**config.mk**
```make
export PLATFORM = sky130hd
export DESIGN_NAME = det_report
export DESIGN_NICKNAME = d
export VERILOG_FILES = /design/src/rtl/det_report.sv
export SDC_FILE = /design/constraint.sdc
export NUM_CORES = 1
export LEC_CHECK = 0
export CAP_MARGIN = 20
export CORE_ASPECT_RATIO = 0.8
export CORE_MARGIN = 8
export CORE_UTILIZATION = 55
export CTS_CLUSTER_SIZE = 14
export DETAILED_ROUTE_END_ITERATION = 8
export GPL_TIMING_DRIVEN = 0
export PLACE_DENSITY = 0.74
export SLEW_MARGIN = 20
export SYNTH_ARGS = -nofsm -noshare
export SYNTH_HDL_FRONTEND = slang
export SYNTH_SLANG_ARGS = --single-unit
```
**constraint.sdc**
```tcl
create_clock -name clk -period 2.55 [get_ports clk]
set_input_delay 0.3825 -clock clk [delete_from_list [all_inputs] [get_ports clk]]
set_output_delay 0.3825 -clock clk [all_outputs]
set_load 0.005 [all_outputs]
```
**src/rtl/det_report.sv**
```systemverilog
// Detection reporter: FWFT detection FIFO with sticky overflow, per-frame
// person counter, and a hold/blink LED indicator driven by detection activity.
module det_report #(
  parameter int unsigned SW_W      = 11,
  parameter int unsigned N_SW      = 1200,
  parameter int unsigned FIFO_D    = 16,
  parameter int unsigned CNT_W     = 11,
  parameter logic [23:0] HOLD_CYC  = 24'd5_000_000,
  parameter logic [23:0] BLINK_CYC = 24'd500_000
) (
  input  logic             clk,
  input  logic             rst,
  input  logic             i_valid,
  input  logic             is_person,
  input  logic [SW_W-1:0]  sw_id,
  input  logic             mode,
  input  logic             clr_ovf,
  input  logic             o_ready,
  output logic             o_valid,
  output logic [SW_W-1:0]  o_sw_id,
  output logic             frame_done,
  output logic [CNT_W-1:0] frame_cnt,
  output logic             overflow,
  output logic             led
);

  localparam int unsigned   AW       = $clog2(FIFO_D);
  localparam logic [AW:0]   FULL_CNT = (AW+1)'(FIFO_D);
  localparam logic [SW_W-1:0] LAST_ID = SW_W'(N_SW - 1);

  localparam logic ST_IDLE = 1'b0;
  localparam logic ST_HOLD = 1'b1;

  logic [SW_W-1:0]  mem_q [FIFO_D];
  logic [AW-1:0]    wr_ptr_q, wr_ptr_d;
  logic [AW-1:0]    rd_ptr_q, rd_ptr_d;
  logic [AW:0]      count_q, count_d;
  logic             ovf_q, ovf_d;

  logic [CNT_W-1:0] run_cnt_q, run_cnt_d;
  logic [CNT_W-1:0] frame_cnt_q, frame_cnt_d;
  logic             frame_done_q, frame_done_d;

  logic             state_q, state_d;
  logic [23:0]      hold_q, hold_d;
  logic [23:0]      blink_q, blink_d;
  logic             phase_q, phase_d;
  logic             led_q, led_d;

  logic             push_att, empty, full, pop, wr_en, drop, is_last;
  logic [CNT_W-1:0] run_inc;

  assign push_att = i_valid & is_person;
  assign empty    = (count_q == '0);
  assign full     = (count_q == FULL_CNT);
  assign pop      = ~empty & o_ready;
  // A full FIFO still accepts a push when a pop frees the head slot in the same cycle.
  assign wr_en    = push_att & (~full | pop);
  assign drop     = push_att & full & ~pop;
  assign is_last  = i_valid & (sw_id == LAST_ID);

  assign o_valid    = ~empty;
  assign o_sw_id    = empty ? '0 : mem_q[rd_ptr_q];
  assign frame_done = frame_done_q;
  assign frame_cnt  = frame_cnt_q;
  assign overflow   = ovf_q;
  assign led        = led_q;

  always_comb begin
    wr_ptr_d = wr_ptr_q;
    rd_ptr_d = rd_ptr_q;
    count_d  = count_q;
    if (wr_en) wr_ptr_d = wr_ptr_q + 1'b1;
    if (pop)   rd_ptr_d = rd_ptr_q + 1'b1;
    case ({wr_en, pop})
      2'b10:   count_d = count_q + 1'b1;
      2'b01:   count_d = count_q - 1'b1;
      default: count_d = count_q;
    endcase
    // A new drop wins over a simultaneous clear.
    if (drop)         ovf_d = 1'b1;
    else if (clr_ovf) ovf_d = 1'b0;
    else              ovf_d = ovf_q;
  end

  always_comb begin
    run_inc      = (push_att && run_cnt_q != '1) ? run_cnt_q + 1'b1 : run_cnt_q;
    run_cnt_d    = run_inc;
    frame_cnt_d  = frame_cnt_q;
    frame_done_d = 1'b0;
    if (is_last) begin
      frame_cnt_d  = run_inc;
      run_cnt_d    = '0;
      frame_done_d = 1'b1;
    end
  end

  always_comb begin
    state_d = state_q;
    hold_d  = hold_q;
    blink_d = blink_q;
    phase_d = phase_q;
    case (state_q)
      ST_IDLE: begin
        if (push_att) begin
          state_d = ST_HOLD;
          hold_d  = HOLD_CYC - 24'd1;
          blink_d = BLINK_CYC - 24'd1;
          phase_d = 1'b1;
        end
      end
      ST_HOLD: begin
        if (blink_q == '0) begin
          phase_d = ~phase_q;
          blink_d = BLINK_CYC - 24'd1;
        end else begin
          blink_d = blink_q - 24'd1;
        end
        if (push_att) begin
          hold_d = HOLD_CYC - 24'd1;
        end else if (hold_q == '0) begin
          state_d = ST_IDLE;
          blink_d = '0;
          phase_d = 1'b0;
        end else begin
          hold_d = hold_q - 24'd1;
        end
      end
      default: state_d = ST_IDLE;
    endcase
    // Blink phase runs regardless of mode, so switching mode never restarts timing.
    led_d = (state_d == ST_HOLD) & (~mode | phase_d);
  end

  always_ff @(posedge clk) begin
    if (wr_en) mem_q[wr_ptr_q] <= sw_id;
  end

  always_ff @(posedge clk or negedge rst) begin
    if (!rst) begin
      wr_ptr_q     <= '0;
      rd_ptr_q     <= '0;
      count_q      <= '0;
      ovf_q        <= 1'b0;
      run_cnt_q    <= '0;
      frame_cnt_q  <= '0;
      frame_done_q <= 1'b0;
      state_q      <= ST_IDLE;
      hold_q       <= '0;
      blink_q      <= '0;
      phase_q      <= 1'b0;
      led_q        <= 1'b0;
    end else begin
      wr_ptr_q     <= wr_ptr_d;
      rd_ptr_q     <= rd_ptr_d;
      count_q      <= count_d;
      ovf_q        <= ovf_d;
      run_cnt_q    <= run_cnt_d;
      frame_cnt_q  <= frame_cnt_d;
      frame_done_q <= frame_done_d;
      state_q      <= state_d;
      hold_q       <= hold_d;
      blink_q      <= blink_d;
      phase_q      <= phase_d;
      led_q        <= led_d;
    end
  end

endmodule

```
Word level (Yosys, flattened, before mapping). Memories as Yosys holds them, arrays and structs flattened. Cells that the tools add are included.

Flip-flop bits (word level): 88. Bits in writable memories: 176. Input bits: 18. Output and inout port bits: 26. Memories: 1.

$add $sub $neg: 7. Eq/ne operators: 7. Muxes and demuxes: 27. Bitwise operators: 15. Reduce and logical (&&, ||, !) cells: 7.

Memory list: mem_q (words 16, width 11, rd ports 1, clocked after Yosys merged registers in 0, wr ports 1, line 34) `logic [SW_W-1:0] mem_q [FIFO_D];`.

Operator list (count): $mux 24 (7); $pmux 24 s2 (2); $logic_not 24->1 (2); $sub 24x1->24 const B (2); $mux 11 (3); $mux 1 (12); $add 11x1->11 const B (1); $eq 11x11->1 const B (1); $ne 11x11->1 const B (1); $pmux 5 s2 (1); $add 4x1->4 const B (2); $and 1x1->1 (7); $not 1->1 (6); $add 5x1->5 const B (1); $eq 5x5->1 const B (1); $logic_not 5->1 (1); $sub 5x1->5 const B (1); $pmux 1 s2 (2); $reduce_bool 2->1 (2); $ne 3x3->1 const B (1); $eq 2x1->1 const B (1); $eq 2x2->1 const B (1); $ne 2x2->1 const B (1); $or 1x1->1 (2); other kinds (2) (2).

Depth between registers and ports, before layout. Gate-level depths: netlist (run 1).

Word-level depth: 7. Gate-level depth with buffers: 10.

Least setup slack after synthesis (run 1). Ideal clock, no wire load.

Path type: reg-to-output. From: register rd_ptr_q[0]. To: output o_sw_id[0]. Data arrival time: 2.297 ns. Data required time: 2.168 ns. Slack: -0.129 ns. Stages on the path, launching flop included: 6. Cell sequence: dfrtp_1 -> buf_2 -> buf_1 -> mux4_2 -> mux4_2 -> and2_1.

Word-level cells in the longest chain between the ends: 2.

RTL lines: from (decl) (line 36) `logic [AW-1:0] rd_ptr_q, rd_ptr_d;`; from (signal assigned) (line 155) `rd_ptr_q <= rd_ptr_d;`; $mem_v2 16x11; $mux 11 (line 63) `assign o_sw_id = empty ? '0 : mem_q[rd_ptr_q];`; to (decl) (line 20) `output logic [SW_W-1:0] o_sw_id,`.

No other way between the ends.

Final worst setup path (run 1).
From: register rd_ptr_q[0]. To: output o_sw_id[2].

Same word-level chain as after synthesis.

==> results of run 1 <==
==> cell families after synthesis <==
logic type      after synthesis
flops                       264
simple gates                234
compound gates              115
mux                          63
buf+inv                      55
xor+xnor                     24
fa+ha+maj                    14
==> cell usage after synthesis, types with 18 or more instances <==
cell type / count
sky130_fd_sc_hd__edfxtp_1: 176
sky130_fd_sc_hd__dfrtp_1: 88
sky130_fd_sc_hd__mux4_2: 55
sky130_fd_sc_hd__nor2_1: 49
sky130_fd_sc_hd__nand2_1: 45
sky130_fd_sc_hd__a21oi_1: 35
sky130_fd_sc_hd__clkbuf_1: 24
sky130_fd_sc_hd__a31oi_1: 22
sky130_fd_sc_hd__nor3_1: 22
sky130_fd_sc_hd__nand3_1: 19
sky130_fd_sc_hd__xnor2_1: 19
sky130_fd_sc_hd__inv_1: 18
==> worst max-delay path: stages (launching register included) <==
cell and delay [ns]:
sky130_fd_sc_hd__dfrtp_1 0.40, sky130_fd_sc_hd__buf_12 0.17, sky130_fd_sc_hd__buf_12 0.13, sky130_fd_sc_hd__buf_8 0.11
sky130_fd_sc_hd__mux4_2 0.52, sky130_fd_sc_hd__mux4_2 0.51, sky130_fd_sc_hd__and2_4 0.17, sky130_fd_sc_hd__buf_6 0.11
==> state kept, by name (all words and copies together) (netlist names), 4 cells and up <==
name,cells
wr_ptr_q,4
frame_cnt,11
rd_ptr_q,4
run_cnt_q,11
count_q,5
hold_q,24
blink_q,24
mem_q,176
==> power groups by stage <==
stage          sequential [mW]  clock [mW]  combinational (mW)
3_5_place_dp              5.45           0                3.49
5_1_grt                   5.46        3.81                4.88
3_3_place_gp              5.40           0                3.32
4_1_cts                   5.39        3.65                4.27
2_1_floorplan             5.35           0                2.31
6_report                  5.43        3.62                4.59
==> final timing paths <==
path | to | slack, ns | startpoint | cells after the start
min reg2reg | hold_q[15]$_DFFE_PN0P_ | 0.50 | hold_q[15]$_DFFE_PN0P_ | 1
min | run_cnt_q[1]$_DFF_PN0_ | 0.40 | rst | 2
max | o_sw_id[2] | -0.48 | rd_ptr_q[0]$_DFFE_PN0P_ | 7
min in group clk | hold_q[15]$_DFFE_PN0P_ | 0.50 | hold_q[15]$_DFFE_PN0P_ | 1
max in group asynchronous | blink_q[14]$_DFFE_PN0P_ | 1.50 | rst | 3
max reg2reg | phase_q$_DFF_PN0_ | -0.04 | blink_q[13]$_DFFE_PN0P_ | 8
==> metal layers <==
| metal | track usage [%] | routed length, um | vias to the layer above |
|---|---|---|---|
| li1 | - | - | 3262 |
| met1 | 29.06 | 11850 | 3796 |
| met2 | 36.45 | 13820 | 371 |
| met3 | 3.657 | 2008 | 50 |
| met4 | 4.768 | 498 | 0 |
| met5 | 0 | 0 | - |
==> metrics by stage <==
stage / power, mW / cell area (um^2) / TNS [ns] / utilization [%] / instances
finish: 13.64 / 14000 / -4.943 / 68.22 / 1180
global route: 14.15 / 14000 / -6.385 / 68.22 / 1180
CTS: 13.31 / 13700 / -4.591 / 66.74 / 1167
detailed placement: 8.945 / 12280 / -190.67 / 59.81 / 1088
global placement: 8.724 / 12190 / -393.57 / 59.37 / 1081
floorplan: 7.662 / 11420 / 0 / - / 769
==> timing repair <==
action	in CTS	in global routing
endpoints found under the hold margin	43	0
resized for setup	141	53
pin swaps	16	15
cloned	3	0
buffers inserted	29	16
setup endpoints to repair	210	72
hold buffers	1	0
==> final cells by class <==
type                    instances  area, um^2  area share, %
plain buffers                  34       319.1          2.279
clock buffers                  30       686.9          4.906
clock inverters                17       111.4         0.7954
inverters                      18       67.56         0.4826
multi-input cells             450        4003          28.59
flip-flops and latches        264        7491          53.50
well taps                     269       336.6          2.404
repair buffers                 98       985.9          7.042
==> impl.org, run 1 <==
** Final layout
- Number of diodes :: 0
- In the final design database the tool counted between 900 and 1000 nets.
- Fill cell instance count of the final layout :: between 1000 and 1500
- Leaving out fill and tap cells, the most frequent cell in the layout is sky130_fd_sc_hd__edfxtp_1.
- The post-route netlist has 27.00% of its cells at a drive strength greater than 1.
- The library cells used most frequently in the layout, excluding fill and tap cells, are sky130_fd_sc_hd__edfxtp_1 (176), sky130_fd_sc_hd__dfrtp_1 (85), sky130_fd_sc_hd__mux4_2 (55).
- Relative to the synthesized area, the layout overhead comes to 22.67%.

** Clocking
- Clock root buffer :: sky130_fd_sc_hd__clkbuf_16
- The longest clock path from root to sink contains 3 buffers.
- The clock reaches the later pin of the worst-skew pair after 0.52 ns.
- TritonCTS clock tree :: yes
- H-tree depth :: 1
- Post-CTS clock slew at the launch and capture registers of the worst setup and hold paths :: about 0.06 ns
- Clock tree synthesis found a total of ~260 sinks.
- TritonCTS created 26 clock buffers.

** Yosys
- Counting every instance in the synthesized netlist gives 769.
- Post-synthesis share of cell area spent on and, or, nand and nor gates :: between 10% and 20%
- The synthesized design devotes to its leading area cell type 46.31% of total area.
- In this run the mean area of a mapped cell was approximately 15 um^2.
- In this run, synthesis inferred 176 flip-flops with an integrated enable.
- In the synthesized netlist the async set-or-reset flop fraction comes to 33.33%.
- Yosys mapped the design onto 56 distinct sky130hd cell types.
- Yosys warns :: 0
- The share of the Yosys chip area taken by registers is between 60% and 70%.
- Summing the areas of all compound-gate instances in the mapped netlist gives 6.545% of the synthesized area.
- After synthesis the cells add up to 11410 um^2.
- By area the synthesized netlist is led by sky130_fd_sc_hd__edfxtp_1 (46%), sky130_fd_sc_hd__dfrtp_1 (19%), sky130_fd_sc_hd__mux4_2 (11%).
- Of the total synthesized cell area, the portion taken by XOR and XNOR cells is 1.842%.
- The synthesized design spends more area on one cell type than any other, namely sky130_fd_sc_hd__edfxtp_1.
- In this run, synthesis produced a sequential element count of 264.
- Syn nets :: 801
- In the synthesized netlist, mux cells make up between 10% and 20% of the area.
- The synthesized netlist devotes 1.601% of its cell area to adder and majority cells.
- Main combinational cell family by area after synthesis :: multiplexers
- Ys flop type :: sky130_fd_sc_hd__edfxtp_1

** STA
- Portion of the clock cycle consumed by the worst path in the final layout :: 119.0%
- Max-slew violation total from the final report :: 0
- Fmax :: 329.5 MHz
- The final count of hold timing violations is 0.
- Slew at the pin closest to its max-slew limit :: about 0.85 ns
- Setup repair after global routing could not meet its margin everywhere.
- In this run the tightest slew margin relative to its limit is 42.66%.
- Final critical delay including setup and external delays :: between 3 and 4 ns
- Between clock sinks in the finished design, the worst skew comes to 0.01526 ns.
- Setup violations remaining at the end of the flow were counted as 19.
- Setup slack on the critical path of the routed design comes to -0.4847 ns.
- Worst Hold Margin :: between 0.4 and 0.5 ns

** Run
- Across the run, the number of max-cap violations was 0.

** Die
- Cell row count :: between 40 and 50
- 44 I/O pins were placed.
- Starting density of the core :: 55.61%
- Core area :: 20520 um^2
- The floorplan step set the die width to 177.1 um.
- The die is 144.8 um tall.
- DIE AREA :: 25650 um^2

** GRT
- Via count of the first global-routing pass :: 7668
- Entering global routing, the biggest net connects 46 pins.
- Sum of overflow across all layers after global routing :: 0
- Wire length of the first global-routing pass :: approximately 43 mm
- Across every metal layer, demand over resource in global routing totals 21.56%.
- The initial antenna violation count is 0.

** Power
- In this run switching power makes up 29.47% of total power.
- Part of the power in registers :: 39.8%
- The analysis attributes to cell leakage a power of around 5.0 nW.
- The internal power of the cells totals 9.617 mW.
- In this run the power spent charging and discharging nets is 4.019 mW.
- Clock network power share :: 26.5%
- VDD sags by at most ~0.69 mV.
- Power density of the placed cells :: between 900 and 1000 nW/um^2
- The share of total power dissipated in combinational logic is between 30% and 40%.

** Detailed routing
- In the routed layout, each cell is associated on average with a via count of 6.338.
- Number of vias in the routed layout :: 7479
- The first routing iteration left 789 violations.
- Once detail routing completed, the nets flagged for antenna violations numbered 0.
- After detailed routing, the total wire length is approximately 28 mm.
- In the final routed layout, each cell accounts on average for 23.88 um.
- The pre-antenna-repair detailed-routing pass consisted of 5 iterations.
- For this run, design rule violations remaining after detail routing come to 0.

** Hold path
- Hold Crit Class :: primary input to asynchronous set/reset pin

** Worst setup path
- The worst setup path is captured at an output port.
- Arrival time at the worst endpoint :: 2.65 ns
- Sort of element at the start of the critical path :: flip-flop
- Of all nets on the critical path, the largest fanout is 7.
- By startpoint and endpoint, the worst setup path is classified as flip-flop to output port.
- Worst endpoint required time :: 2.17 ns

** Place
- During placement, the flow inserted port buffers numbering 43.
- Half-perimeter wire length of the detailed placement result :: 17.33 mm
- Final RePlAce weighted congestion :: slightly below 0.9
- Before CTS, the worst setup slack after placement is -1.120 ns.

** Outcome
- The final reports fail on setup timing.
- Run status :: finished, violations left
(Power assumes the default switching activity.)
==> run 2: changes to the inputs <==
Settings changed: CELL_PAD_IN_SITES_DETAIL_PLACEMENT set to 1, CELL_PAD_IN_SITES_GLOBAL_PLACEMENT set to 2, CORE_UTILIZATION 55 to 40, PLACE_DENSITY 0.74 to 0.73.
==> run 2 against run 1 <==
The flow still finishes with violations (setup timing). Clock power increased by 19%. Non-clock buffer count shrank 5. Critical path type unchanged. Register-to-register slack gained 0.03 ns. Setup slack better by 0.0050 ns. Global-route usage is 4.2 points lower. Sequential power is essentially flat. Clock skew shrank 0.0029 ns. Wire length rose by 5.2%. Critical path depth up 1. Total power up 5.6%. Utilization down 18 points.
==> impl.org, run 2 (same netlist as run 1, synthesis figures left out) <==
** Outcome
- Run status :: finished, violations left (unchanged)
- Failing checks: setup timing (unchanged).

** STA
- The final count of hold timing violations came to 0 (unchanged).
- Number of setup violations in the final report :: 13 (was 19)
- The transition time at the pin with the least slew margin came to 0.7768 ns (was 0.8522 ns).
- Portion of the clock cycle consumed by the worst path in the final layout :: 118.8% (was 119.0%)
- Aggregate negative setup slack :: -4.800 ns (was -4.943 ns)
- Fin Clk Skew :: 0.01234 ns (was 0.01526 ns)
- The number of pins with negative max-slew slack in the final report was 0 (unchanged).
- Final critical delay including setup and external delays :: 3.030 ns (was 3.035 ns)
- The maximum clock frequency is 330.1 MHz (was 329.5 MHz).
- The headroom to the max-slew limit is 48.21% (was 42.66%).
- RSZ-0062 raised after global routing :: yes (unchanged)
- Worst Hold Margin :: 0.3614 ns (was 0.4028 ns)
- The setup slack after layout was -0.4797 ns (was -0.4847 ns).

** Clocking
- The CTS tree is yes (unchanged).
- The number of levels in the clock H-tree was 1 (unchanged).
- Clock Sinks :: 264 (unchanged)
- Clk Latency, worst-skew pair :: 0.54 ns (was 0.52 ns)
- The maximum root-to-sink buffer count was 3 (unchanged).
- The clock transition at the registers of the reported paths came to 0.06 ns (about the same).
- The master cell of the clock root buffer was sky130_fd_sc_hd__clkbuf_16 (unchanged).
- Clock buffers created by TritonCTS :: 28 (was 26)

** GRT
- The remaining global-route overflow is 0 (unchanged).
- Wire length of the first global-routing pass :: 46.71 mm (was 42.84 mm)
- Largest net degree at the start of global routing :: 56 (was 46)
- Via count of the first global-routing pass :: 7998 (was 7668)
- Global-route usage over all layers :: 17.31% (was 21.56%)
- Initial antenna violation count :: 0 (unchanged)

** Worst setup path
- Maximum fanout count along the critical path :: 7 (unchanged)
- Kind of capture point of the worst setup path :: output port (unchanged)
- The critical setup path kind is flip-flop to output port (unchanged).
- The critical path data required time came to 2.17 ns (about the same).
- The number of cells on the worst reg-to-reg path came to 7 (was 8).
- The endpoint arrival time on the critical path is 2.65 ns (about the same).
- Sort of element at the start of the critical path :: flip-flop (unchanged)

** Die
- The starting density of the core is 40.55% (was 55.61%).
- Chip Height :: 167.1 um (was 144.8 um)
- IO Count :: 44 (unchanged)
- The area enclosed by the die boundary was 34230 um^2 (was 25650 um^2).
- Cell row count :: 55 (was 47)
- The area of the core was 28150 um^2 (was 20520 um^2).
- Width of the die :: 204.9 um (was 177.1 um)

** Final layout
- Register area :: 7492 um^2 (was 7491 um^2)
- Commonest cells after routing, fill and taps aside: sky130_fd_sc_hd__edfxtp_1 (176), sky130_fd_sc_hd__dfrtp_1 (84), sky130_fd_sc_hd__mux4_2 (55) (was sky130_fd_sc_hd__edfxtp_1 (176), sky130_fd_sc_hd__dfrtp_1 (85), sky130_fd_sc_hd__mux4_2 (55)).
- The fill cell instance count of the final layout was 2682 (was 1307).
- The footprint of the multi-input gates is 4004 um^2 (was 4003 um^2).
- Fraction of layout cells with a size suffix above 1 :: 26.45% (was 27.00%)
- Flip-flop count of the largest register, all copies and words added :: 176 (unchanged)
- Largest registers :: mem_q (176), blink_q (24), hold_q (24) (unchanged)
- Syn-to-layout area delta :: 24.93% (was 22.67%)
- Final-stage net count :: 921 (was 924)
- The share of the core filled with cells in the final layout is 50.66% (was 68.22%).
- The antenna diode count came to 0 (unchanged).
- Leading cell type in the layout, fill and taps excluded :: sky130_fd_sc_hd__edfxtp_1 (unchanged)
- Register ranked first by flip-flop count :: mem_q (unchanged)

** Place
- The number of port buffers is 43 (unchanged).
- The estimated wirelength of the detail-placed design came to 19.30 mm (was 17.33 mm).
- The worst-case setup slack after placement came to -1.168 ns (was -1.120 ns).
- Final RePlAce weighted congestion :: 0.7834 (was 0.8823)

** Detailed routing
- The DRC violation total after the first TritonRoute iteration was 392 (was 789).
- The via count normalized by instance count came to 5.652 (was 6.338).
- The number of search-and-repair iterations in the first detailed-routing pass was 5 (unchanged).
- DRC violation count after routing :: 0 (unchanged)
- Number of vias in the routed layout :: 7240 (was 7479)
- The detail-routed net length per standard cell came to 23.13 um (was 23.88 um).
- The total routed wirelength came to 29.64 mm (was 28.18 mm).
- Antenna violation net count after detailed routing :: 0 (unchanged)

** Power
- Leak Pwr :: 5.046 nW (was 4.990 nW)
- Power density of the placed cells :: 1010 nW/um^2 (was 973.9 nW/um^2)
- VDD IR-drop max :: 0.5386 mV (was 0.6943 mV)
- Total power of the final layout :: 14.39 mW (was 13.64 mW)

** Run
- The number of max-capacitance violations reported was 0 (unchanged).

** Hold path
- The class of the tightest hold or removal check was primary input to asynchronous set/reset pin (unchanged).
[run 2: repair_timing]
action,4_1_cts,5_1_grt
setup buffers,37,7
resized for setup,143,33
gates cloned,1,0
pin swaps,17,6
setup endpoints to repair,225,71
endpoints found under the hold margin,33,0
hold buffers,1,0
[run 2: through the flow]
stage	cells	area, um^2
6_report	1281	14260
2_1_floorplan	769	11420
5_1_grt	1281	14260
3_3_place_gp	1182	12310
4_1_cts	1277	14090
3_5_place_dp	1187	12410
[run 2: where the power goes]
part           leakage (nW)  total [mW]  switching [mW]  internal, mW
registers              2.64        5.40           0.381          5.02
logic                  1.94        4.70            2.05          2.65
clock network         0.472        4.29            1.69          2.61
[run 2: final cells by class]
class	count	share of cell area, %
timing repair buffer	94	6.687
buffer	33	2.124
clock buffer	39	5.642
tap	370	3.247
inverter	18	0.4738
clock inverter	13	1.202
multi-input combinational	450	28.08
sequential	264	52.54
[run 2: critical path, cell delays in order, from the launching register on]
cell                      delay, ns
sky130_fd_sc_hd__dfrtp_1       0.40
sky130_fd_sc_hd__buf_12        0.17
sky130_fd_sc_hd__buf_12        0.13
sky130_fd_sc_hd__buf_12        0.12
sky130_fd_sc_hd__buf_6         0.09
sky130_fd_sc_hd__mux4_2        0.48
sky130_fd_sc_hd__mux4_2        0.45
sky130_fd_sc_hd__and2_4        0.15
sky130_fd_sc_hd__buf_6         0.11
[run 2: worst paths after layout]
path | startpoint | to | slack (ns)
setup reg to reg | blink_q[15]$_DFFE_PN0P_ | blink_q[6]$_DFFE_PN0P_ | -0.01
setup / recovery | rd_ptr_q[0]$_DFFE_PN0P_ | o_sw_id[8] | -0.48
hold / removal | rst | run_cnt_q[5]$_DFF_PN0_ | 0.36
min in group clk | mode | led$_DFF_PN0_ | 0.47
max in group asynchronous | rst | blink_q[14]$_DFFE_PN0P_ | 1.51
hold reg to reg | hold_q[15]$_DFFE_PN0P_ | hold_q[15]$_DFFE_PN0P_ | 0.49
[run 2: layer usage]
layer | GRT usage, % | vias to the layer above | wire (um)
li1 | - | 3249 | -
met1 | 24.19 | 3831 | 13460
met2 | 28.28 | 128 | 14590
met3 | 2.909 | 32 | 1135
met4 | 3.321 | 0 | 453
met5 | 0 | - | 0
